### src/rtl/halton3_seq_ctrl.sv
// halton3_seq_ctrl
//   Run sequencer for a base-3 Halton (radical-inverse) generator. A chain of
//   DIGITS mod-3 counters holds the sample index (d[0] least significant). One
//   start command emits len samples over a valid/ready stream. The value on
//   the stream is the digit-reversed index, sum d[i]*3**(DIGITS-1-i).
//
//   Handshake: out_valid is a pure function of state (high in RUN). A transfer
//   happens on a rising edge where out_valid & out_ready. out_val and
//   out_digits stay stable while out_valid & !out_ready.
//
// Ports
//   clk          rising-edge clock
//   rst          asynchronous active-high reset
//   start        run request, sampled only in IDLE
//   len          samples to emit, captured with start
//   abort        ends the current run (RUN only)
//   out_ready    consumer ready
//   out_valid    sample valid (RUN)
//   out_val      radical-inverse value
//   out_digits   reversed digits, 2 bits each, MSB pair = d[0]
//   busy         high in RUN
//   done         one-cycle pulse when a run completes or aborts
//   wrap         one-cycle pulse after the index rolls over to 0
//   dbg_state_o  current FSM state, for observation

module halton3_seq_ctrl #(
    parameter int DIGITS = 3,
    parameter int LEN_W  = 8,
    parameter int OUT_W  = 5,
    parameter bit CONT   = 1'b0
) (
    input  logic                  clk,
    input  logic                  rst,
    input  logic                  start,
    input  logic [LEN_W-1:0]      len,
    input  logic                  abort,
    input  logic                  out_ready,
    output logic                  out_valid,
    output logic [OUT_W-1:0]      out_val,
    output logic [2*DIGITS-1:0]   out_digits,
    output logic                  busy,
    output logic                  done,
    output logic                  wrap,
    output logic [1:0]            dbg_state_o
);

    typedef enum logic [1:0] {
        S_IDLE = 2'd0,
        S_RUN  = 2'd1,
        S_DONE = 2'd2
    } state_t;

    state_t                  state_q, state_d;
    logic [DIGITS-1:0][1:0]  dig_q, dig_d;
    logic [LEN_W-1:0]        cnt_q, cnt_d;
    logic                    wrap_q, wrap_d;

    logic [DIGITS-1:0][1:0]  dig_inc;
    logic                    all_two;
    logic                    xfer;

    assign xfer = (state_q == S_RUN) && out_ready;

    // Ripple increment of the digit chain; a carry that survives the last
    // digit means every digit was 2, i.e. the index is rolling over.
    always_comb begin : step_digits
        logic carry;
        dig_inc = dig_q;
        carry   = 1'b1;
        for (int i = 0; i < DIGITS; i++) begin
            if (carry) begin
                if (dig_q[i] == 2'd2) begin
                    dig_inc[i] = 2'd0;
                end else begin
                    dig_inc[i] = dig_q[i] + 2'd1;
                    carry      = 1'b0;
                end
            end
        end
        all_two = carry;
    end

    always_comb begin
        state_d = state_q;
        dig_d   = dig_q;
        cnt_d   = cnt_q;
        wrap_d  = 1'b0;
        case (state_q)
            S_IDLE: begin
                if (start) begin
                    cnt_d = len;
                    if (!CONT) begin
                        dig_d = '0;
                    end
                    state_d = (len == '0) ? S_DONE : S_RUN;
                end
            end
            S_RUN: begin
                if (xfer) begin
                    dig_d  = dig_inc;
                    cnt_d  = cnt_q - LEN_W'(1);
                    wrap_d = all_two;
                    if (cnt_q == LEN_W'(1)) begin
                        state_d = S_DONE;
                    end
                end
                // Abort and last-sample completion both land in DONE, so a
                // coincident pair still yields a single done pulse.
                if (abort) begin
                    state_d = S_DONE;
                end
            end
            S_DONE: begin
                state_d = S_IDLE;
            end
            default: begin
                state_d = S_IDLE;
            end
        endcase
    end

    always_ff @(posedge clk or posedge rst) begin
        if (rst) begin
            state_q <= S_IDLE;
            dig_q   <= '0;
            cnt_q   <= '0;
            wrap_q  <= 1'b0;
        end else begin
            state_q <= state_d;
            dig_q   <= dig_d;
            cnt_q   <= cnt_d;
            wrap_q  <= wrap_d;
        end
    end

    // Horner evaluation with d[0] as the most significant base-3 digit.
    always_comb begin
        out_val = '0;
        for (int i = 0; i < DIGITS; i++) begin
            out_val = OUT_W'(out_val * 3) + OUT_W'(dig_q[i]);
        end
    end

    always_comb begin
        out_digits = '0;
        for (int i = 0; i < DIGITS; i++) begin
            out_digits[2*(DIGITS-1-i) +: 2] = dig_q[i];
        end
    end

    assign out_valid   = (state_q == S_RUN);
    assign busy        = (state_q == S_RUN);
    assign done        = (state_q == S_DONE);
    assign wrap        = wrap_q;
    assign dbg_state_o = state_q;

endmodule
### config.mk
export PLATFORM = sky130hd
export DESIGN_NAME = halton3_seq_ctrl
export DESIGN_NICKNAME = d
export VERILOG_FILES = /design/src/rtl/halton3_seq_ctrl.sv
export SDC_FILE = /design/constraint.sdc
export NUM_CORES = 1
export LEC_CHECK = 0
export ABC_AREA = 0
export CAP_MARGIN = 10
export CORE_ASPECT_RATIO = 0.8
export CORE_UTILIZATION = 40
export CTS_CLUSTER_DIAMETER = 200
export DETAILED_ROUTE_END_ITERATION = 6
export HOLD_SLACK_MARGIN = 0.15
export PLACE_DENSITY = 0.67
export SLEW_MARGIN = 20
export SYNTH_ARGS = -nofsm -noshare
export SYNTH_HDL_FRONTEND = slang
export SYNTH_SLANG_ARGS = --single-unit
### constraint.sdc
create_clock -name clk -period 3.8 [get_ports clk]
set_input_delay 0.57 -clock clk [delete_from_list [all_inputs] [get_ports clk]]
set_output_delay 0.57 -clock clk [all_outputs]
set_load 0.03 [all_outputs]
==> results of run 1 <==
## sequential cells by signal, summed over array words and instances, names as in the netlist
name / cells
cnt_q: 8
out_digits: 6
dbg_state_o: 2
wrap: 1
## critical path, delay by kind of cell, from the launching register on
| kind | cells | cell delay, ps |
|---|---|---|
| fa+ha+maj | 5 | 1830 |
| buf+inv | 5 | 380 |
| flops | 1 | 360 |
| compound gates | 1 | 140 |
| xor+xnor | 1 | 120 |
## layout make-up
type | count | area share
Multi-Input combinational cell | 97 | 0.4579
Sequential cell | 17 | 0.2556
Timing Repair Buffer | 37 | 0.2060
Tap cell | 38 | 0.02857
Clock buffer | 4 | 0.02707
Inverter | 11 | 0.02481
## per-stage QoR
stage / area (um2) / util
6_report: 1664 / 0.5927
5_1_grt: 1664 / 0.5927
4_1_cts: 1580 / 0.5628
3_5_place_dp: 1520 / 0.5414
3_3_place_gp: 1520 / 0.5414
2_1_floorplan: 1201 / -
## how the worst max path moves through the flow
stage,endpoint,slack (ps),depth (start not counted)
6_report,out_val[4],140,12
5_1_grt,out_val[4],-10,11
4_1_cts,out_val[4],10,11
3_5_place_dp,out_val[4],210,11
3_3_place_gp,out_val[4],300,11
2_1_floorplan,out_val[4],50,10
## routing by layer
layer,track usage,wire length (um),share of wire,up-vias
li1,-,-,-,535
met1,0.2665,1403,0.48,520
met2,0.3011,1332,0.46,32
met3,0.04911,156,0.054,2
met4,0.03788,9,0.0031,0
met5,0,0,0,-
## timing repair
action	in CTS	in global routing
gates resized for setup	0	9
pin swaps	1	6
endpoints found under the setup margin	1	2
buffers inserted	2	5
## where the power goes
group / internal (mW) / total [mW] / leakage [nW] / switching [mW]
Combinational: 0.383 / 0.908 / 0.496 / 0.526
Clock: 0.0744 / 0.136 / 0.0228 / 0.0612
Sequential: 0.247 / 0.333 / 0.213 / 0.0852
Total: 0.704 / 1.38 / 0.732 / 0.672
## cells in the final DEF, fill, tap and decap left out, drive strengths merged
master         instances
a211oi                 2
a21o                   2
a32oi                  1
or4                    2
mux2                   1
clkbuf                 4
fa                     4
a2bb2oi                1
buf                   11
o22ai                  2
mux2i                  1
o32ai                  1
and4                   1
nor2b                  1
ha                    13
a22o                   1
dfrtp                 17
nor4                   2
nand2                  7
nand3                  6
inv                   11
o21ai                 13
xor2                   1
nand4b                 1
and2                   1
a31o                   2
nand2b                 3
nor2                   8
xnor2                  1
and3b                  1
a21oi                 13
clkdlybuf4s50         26
nor3                   5
## logic make-up (layout without fill, tap and decap cells)
group | Yosys count | in the layout | synth area share
flops | 17 | 17 | 0.3542
compound gates | 38 | 38 | 0.1917
mux | 2 | 2 | 0.01771
buf+inv | 15 | 52 | 0.05000
fa+ha+maj | 17 | 17 | 0.2021
simple gates | 38 | 38 | 0.1698
xor+xnor | 2 | 2 | 0.01459
## Yosys cell counts, types with 2 or more instances
library cell	number
a211oi_1	2
a21oi_1	12
a31o_2	2
clkbuf_1	2
dfrtp_1	17
fa_1	4
ha_1	13
inv_1	11
nand2_1	7
nand2b_1	3
nand3_1	6
nor2_1	8
nor3_1	5
nor4_1	2
o21ai_0	13
o22ai_1	2
or4_4	2
==> results.md, run 1 <==
- Status: finished, final reports clean
- RePlAce Congestion: 0.8111
- Synthesized Nets: 159
- Routed vias/inst: 5.338
- Fin. Hold Viols: 0
- Mapped Cells: 129
- First-pass GRT wire length: 4678 um
- Crit share post-route: 0.9625
- Power Dens Cells: 827.1 nW/um2
- H-Tree Depth: 1
- Fin cells: 204
- DP Worst Slack: 211.8 ps
- WS Path Type: reg2out
- Min cycle time layout: 3657 ps
- Synth unique cells: 35
- FF-to-FF End: out_digits[0]
- # fillers: 246
- Synthesis-to-layout area growth: 38.54%
- Reg2Reg Setup Slack: 1830 ps
- Die Ht: 51.02 um
- #FFs+latches synth: 17
- Hold path startpoint: out_digits[0]
- Sequential cell area fraction in the yosys report: 0.3542
- Fmax achieved: 0.2734 GHz
- Router iterations before antenna repair: 4
- Clock buffer depth: 2
- Register area: 425.4 um2
- Slew headroom: 0.5576
- Crit path from: out_digits[4]
- R2R depth: 5
- Worst Hold Path Cells: 1
- # port buffers: 29
- Drt first-iter violations: 59
- CP Cell Sequence: inv_2 -> fa_1 -> inv_1 -> ha_2 -> fa_2 -> inv_1 -> ha_1 -> inv_2 -> ha_4 -> a21oi_2 -> xnor2_1 -> buf_4
- Latest clock arrival within the worst-skew pair: 250 ps
- Max cap viols: 0
- Crit start category: register
- Final Worst Setup Slack: 142.5 ps
- Ys Warns: 0
- Hold Crit Class: reg2reg
- Number of I/O pins: 30
- Max-slew violation count: 0
- Initial Utilization: 0.4278
- Die width: 63.27 um
- Power Total: 1.376 mW
- Top-area cell type share of the netlist area: 0.3542
- Worst Path Arrival: 3090 ps
- Critical-path maximum fanout: 4
- Final layout net count: 197
- Post-DP HPWL: 2064 um
- Final hold slack: 542.0 ps
- Worst setup EP type: output pin
- CP max stage delay: 610 ps
- Slowest cell on the critical path: fa_2
- Mapped Area: 1201 um2
- Asr flop ratio synth: 1.000
- Clk sink count: 17
- Hold EP: wrap
- Clk Tree Root Cell: clkbuf_8
- Core ar.: 2808 um2
- Worst slew pin tran: 662.9 ps
- Post-synth EDFFs: 0
- Final Setup Violations: 0
- Pin count of the biggest net entering global routing: 18
- Setup TNS: 0 ps
- CTS clk-pin slew, worst paths: 70 ps
- Worst endpoint required time: 3230 ps
- Share of cells above drive strength 1: 0.1807
- Antenna violations before repair: 0
- Num CTS Buffers: 3
- # DRC: 0
- Total GRT Usage: 0.1913
- Multi-input combinational cell area: 762.0 um2
- CTS tree: built
- # placed instances: 193
- Synthesized area per cell: 9.311 um2
- Number of cell rows: 17
- Worst Skew: 5.972 ps
- Total die area: 3227 um2
- Final ANT Viol Nets: 0
- Total gr overflow: 0
- Largest area contributor in the netlist: dfrtp_1
- Top_reg_cell synth: dfrtp_1
- Drt total wl: 2902 um
- Diodes inserted: 0
- R2r startpoint: dbg_state_o[1]
- Vias in the first global route: 998
- Number of hold buffers added after CTS: 0
- Peak supply drop: 380.1 uV
- Dominant cells by area after synthesis: dfrtp_1 35%, ha_1 14%, fa_1 6.7%
- Leakage: 0.7323 nW
- Via count: 1089
- Routed len/inst: 14.23 um
No activity file was read; power rests on OpenSTA's default activity.
==> run 2: changes to the inputs <==
- CORE_ASPECT_RATIO: 0.8 -> not set
- CORE_UTILIZATION: 40 -> 35
- PLACE_DENSITY: 0.67 -> not set
==> run 2 against run 1 <==
Compared with the run above:
- worst setup slack worse by 39 ps
- sequential share of layout area is 0.33 points higher
- maximum frequency is 1.1% lower
- combinational power hardly changed
- critical path depth is 3 lower
- highest routed layer unchanged
- clock power is 25% lower
- non-clock buffer count is 3 lower
- first-iteration DRC count is 22% lower
- via count is 1.0% lower
==> results.md, run 2 (synthesized netlist as in run 1, its figures left out) <==
- Slowest cell on the critical path: fa_1
- Most frequent cells in the layout: 26 x clkdlybuf4s50_1, 17 x dfrtp_1, 13 x o21ai_0
- Slew headroom: 0.5477
- DP Worst Slack: 157.5 ps
- CTS tree: built
- Setup TNS: 0 ps
- Peak supply drop: 363.5 uV
- Worst slew pin tran: 677.7 ps
- CP Buf/Inv Count: 3
- Final layout net count: 194
- # port buffers: 29
- Latest clock arrival within the worst-skew pair: 300 ps
- Final Setup Violations: 0
- Hold Crit Class: reg2reg
- Crit start category: register
- First-pass GRT wire length: 4719 um
- Initial Utilization: 0.3810
- Num CTS Buffers: 3
- Reg with most FFs: cnt_q
- Share of cells above drive strength 1: 0.1779
- Final Worst Setup Slack: 103.6 ps
- Via count: 1078
- # placed instances: 199
- Diodes inserted: 0
- Crit share post-route: 0.9727
- Total die area: 3670 um2
- RSZ-0062 raised after global routing: yes
- Delay-heaviest family, CP: adder cells
- # DRC: 0
- Number of I/O pins: 30
- Final ANT Viol Nets: 0
- Clock buffer depth: 2
- Vias in the first global route: 1007
- Status: finished, final reports clean
- Min cycle time layout: 3696 ps
- Total gr overflow: 0
- Placement Cell Area: 1528 um2
- Max reg flops: 8
- Worst endpoint required time: 3230 ps
- Worst setup EP type: output pin
- H-Tree Depth: 1
- Number of cell rows: 20
- Fin. Hold Viols: 0
- RePlAce Congestion: 0.8285
- Number of hold buffers added after CTS: 0
- CTS clk-pin slew, worst paths: 110 ps
- Die Ht: 60.58 um
- Drt total wl: 2971 um
- Final instance area: 1643 um2
- Total GRT Usage: 0.1757
- Clk Tree Root Cell: clkbuf_4
- Pin count of the biggest net entering global routing: 18
- Drt first-iter violations: 46
- Clk sink count: 17
- Antenna violations before repair: 0
- Fmax achieved: 0.2705 GHz
- Post-DP HPWL: 2097 um
- Most frequent CP cell: fa_1
- Synthesis-to-layout area growth: 36.77%
- Worst Skew: 8.926 ps
- Power Dens Cells: 814.4 nW/um2
- Power Total: 1.338 mW
- CP Cell Sequence: inv_2 -> fa_1 -> inv_1 -> ha_2 -> fa_1 -> ha_1 -> fa_1 -> xor2_1 -> buf_4
- Fin cells: 207
- Routed len/inst: 14.35 um
- Max-slew violation count: 0
- Leakage: 0.7116 nW
- CP max stage delay: 520 ps
- Critical-path maximum fanout: 2
- Routed vias/inst: 5.208
- Most common cell after layout, fill and taps aside: clkdlybuf4s50_1
- Max cap viols: 0
- WS Path Type: reg2out
- Die width: 60.58 um
- Worst Path Arrival: 3130 ps
- Router iterations before antenna repair: 4
- Core ar.: 3153 um2
==> run 2: cell count changes in the layout (fill, tap and decap cells not counted) <==
cell / delta
ha_4: +1
clkbuf_4: +3
buf_4: -3
inv_1: -1
inv_2: +1
clkbuf_8: -3
ha_1: -1
==> run 2: layout make-up <==
| type | count | area [um2] |
|---|---|---|
| fillers | 295 | 1510 |
| multi-input cells | 97 | 774.5 |
| flip-flops and latches | 17 | 425.4 |
| repair buffers | 34 | 320.3 |
| well taps | 44 | 55.05 |
| inverters | 11 | 41.29 |
| clock buffers | 4 | 26.28 |
==> run 2: path summary, 6_finish.rpt <==
kind,start,to,slack (ps),depth (start not counted)
setup / recovery,out_digits[4],out_val[3],100,9
hold / removal,out_digits[0],wrap,550,1
setup reg to reg,dbg_state_o[1],out_digits[0],1740,5
hold reg to reg,out_digits[0],wrap,550,1
max in group asynchronous,rst,cnt_q[4],2700,2
min in group asynchronous,rst,out_digits[0],660,2
==> run 2: metrics by stage <==
stage               utilization  hold slack [ps]
floorplan                     -            494.0
global placement         0.4845            525.8
detailed placement       0.4845            537.0
CTS                      0.5052            558.7
global route             0.5210            567.7
finish                   0.5210            545.8
==> run 2: repair_timing <==
item / 4_1_cts / 5_1_grt
pin swaps: 1 / 8
buffers inserted: 3 / 1
gates resized for setup: 2 / 9
endpoints found under the setup margin: 1 / 2
==> run 2: where the power goes <==
group          leakage, nW  internal, mW  switching, mW
Sequential           0.213         0.247         0.0813
Combinational        0.483         0.379          0.529
Clock               0.0150        0.0408         0.0616
Total                0.712         0.666          0.672
==> run 2: layer usage <==
layer  vias to the layer above  routed length, um  track usage
met3                         2                182      0.04478
li1                        528                  -            -
met5                         -                  0            0
met2                        35               1382       0.2700
met1                       513               1390       0.2497
met4                         0                 15      0.03896
==> run 3: changes to the inputs <==
- RECOVER_POWER: not set -> 50
- clock period: 3.8 -> 3.4 ns (I/O delays scaled with it)
==> run 3 against run 2 <==
Compared with the run above:
- the run now ends with negative setup slack left
- count of clock-buffer cells in the layout did not move
- worst setup slack got worse by 280 ps
- first-iteration DRC count fell by 35%
- cell count rose by 1.4%
- largest power group unchanged
- die area did not move
- combinational power rose by 17%
- critical path depth rose by 2
- highest routed layer unchanged
- hold slack got worse by 2.9 ps
==> results.md, run 3 (synthesized netlist as in run 1, its figures left out) <==
- Status: finished, violations left
- Failing checks: negative setup slack
- # DRC: 0
- Clk sink count: 17
- # port buffers: 29
- Worst setup EP type: output pin
- R2R depth: 6
- CP Cell Sequence: inv_2 -> fa_1 -> inv_2 -> ha_4 -> fa_2 -> ha_4 -> ha_4 -> a21o_1 -> a21oi_4 -> xnor2_2 -> buf_6
- Diodes inserted: 0
- Crit start category: register
- Number of cell rows: 20
- Die width: 60.58 um
- CP Buf/Inv Count: 3
- Slew headroom: 0.5629
- Via count: 1091
- Latest clock arrival within the worst-skew pair: 290 ps
- Final layout net count: 197
- CP max stage delay: 560 ps
- Pin count of the biggest net entering global routing: 18
- Total GRT Usage: 0.1762
- Slowest cell on the critical path: fa_2
- Worst Path Arrival: 3070 ps
- Reg2Reg Setup Slack: 1480 ps
- Most frequent CP cell: ha_4
- Crit path from: out_digits[3]
- Max cap viols: 0
- Min cycle time layout: 3577 ps
- Core ar.: 3153 um2
- Final Worst Setup Slack: -177.1 ps
- Routed vias/inst: 5.195
- Setup TNS: -267.9 ps
- WS Path Type: reg2out
- Most common cell after layout, fill and taps aside: clkdlybuf4s50_1
- Final ANT Viol Nets: 0
- Worst endpoint required time: 2890 ps
- First-pass GRT wire length: 4843 um
- Peak supply drop: 521.9 uV
- Hold path startpoint: out_digits[0]
- Clock buffer depth: 2
- Power Dens Cells: 893.8 nW/um2
- Antenna violations before repair: 0
- Worst slew pin tran: 654.9 ps
- Clk Tree Root Cell: clkbuf_4
- Number of I/O pins: 30
- Reg with most FFs: cnt_q
- Post-DP HPWL: 2285 um
- Total gr overflow: 0
- Delay-heaviest family, CP: adder cells
- Setup crit end: out_val[4]
- R2r startpoint: dbg_state_o[1]
- Routed len/inst: 14.10 um
- Crit share post-route: 1.052
- Hold Crit Class: reg2reg
- Drt first-iter violations: 30
- Initial Utilization: 0.3810
- CTS tree: built
- Final Setup Violations: 3
- Total die area: 3670 um2
- RSZ-0062 raised after global routing: yes
- RePlAce Congestion: 0.7813
- Die Ht: 60.58 um
- Drt total wl: 2960 um
- Fin. Hold Viols: 0
- Max-slew violation count: 0
- Num CTS Buffers: 3
- Share of cells above drive strength 1: 0.2229
- H-Tree Depth: 1
- Most frequent cells in the layout: 22 x clkdlybuf4s50_1, 14 x dfrtp_1, 13 x o21ai_0
- CTS clk-pin slew, worst paths: 100 ps
- # fillers: 310
- Final Core Density: 0.5468
- FF-to-FF End: cnt_q[5]
- Leakage: 0.7291 nW
- Placement Cell Area: 1619 um2
- Synthesis-to-layout area growth: 43.54%
- Critical path depth in cells: 11
- Max reg flops: 8
- Vias in the first global route: 1119
- Router iterations before antenna repair: 4
- Final instance area: 1724 um2
- Fmax achieved: 0.2796 GHz
- Worst Skew: 7.098 ps
- Critical-path maximum fanout: 2
-- run 3: cell types whose count changed in the layout (fill, tap and decap cells not counted), moves of 2 or more --
cell             previous run  this run
clkdlybuf4s50_1            26        22
buf_6                       0         3
dfrtp_1                    17        14
dfrtp_2                     0         3
dlygate4sd3_1               0         3
buf_4                       8         6
clkbuf_1                    1         3
inv_4                       0         2
-- run 3: what timing repair did --
| action | CTS | global route |
|---|---|---|
| hold buffers | 0 | 0 |
| buffers inserted | 0 | 3 |
| pin swaps | 7 | 3 |
| gates resized for setup | 9 | 6 |
| endpoints found under the setup margin | 4 | 3 |
-- run 3: layout make-up --
cell class / instances / area (um2) / area share
multi-input cells: 97 / 822.0 / 0.4768
flip-flops and latches: 17 / 429.2 / 0.2489
repair buffers: 37 / 345.3 / 0.2003
well taps: 44 / 55.05 / 0.03193
inverters: 11 / 46.29 / 0.02685
clock buffers: 4 / 26.28 / 0.01524
-- run 3: metal layers --
| layer | global-route usage | wire length [um] | share of wire |
|---|---|---|---|
| met5 | 0 | 0 | 0 |
| met4 | 0.03247 | 13 | 0.0044 |
| met3 | 0.04691 | 129 | 0.044 |
| met2 | 0.2889 | 1406 | 0.48 |
| met1 | 0.2367 | 1410 | 0.48 |
-- run 3: how the worst min path moves through the flow --
stage	to	cells after the start	slack, ps
2_1_floorplan	cnt_q[0]	1	440
3_3_place_gp	wrap	1	520
3_5_place_dp	wrap	1	520
4_1_cts	wrap	1	540
5_1_grt	wrap	1	570
6_report	wrap	1	540
-- run 3: through the flow --
| step | setup slack [ps] | instances | hold WS [ps] | power (mW) |
|---|---|---|---|---|
| after floorplan | 2.739 | 129 | 435.9 | 1.054 |
| after global placement | 86.38 | 203 | 517.9 | 1.342 |
| after detailed placement | 20.91 | 203 | 524.3 | 1.367 |
| after CTS | -195.0 | 207 | 544.5 | 1.500 |
| after global routing | -269.5 | 210 | 565.3 | 1.659 |
| final | -177.1 | 210 | 542.9 | 1.541 |
-- run 3: power breakdown --
| group | leakage [nW] | switching [mW] | internal (mW) |
|---|---|---|---|
| Clock | 0.0150 | 0.0626 | 0.0456 |
| Combinational | 0.506 | 0.610 | 0.454 |
| Sequential | 0.209 | 0.0905 | 0.278 |
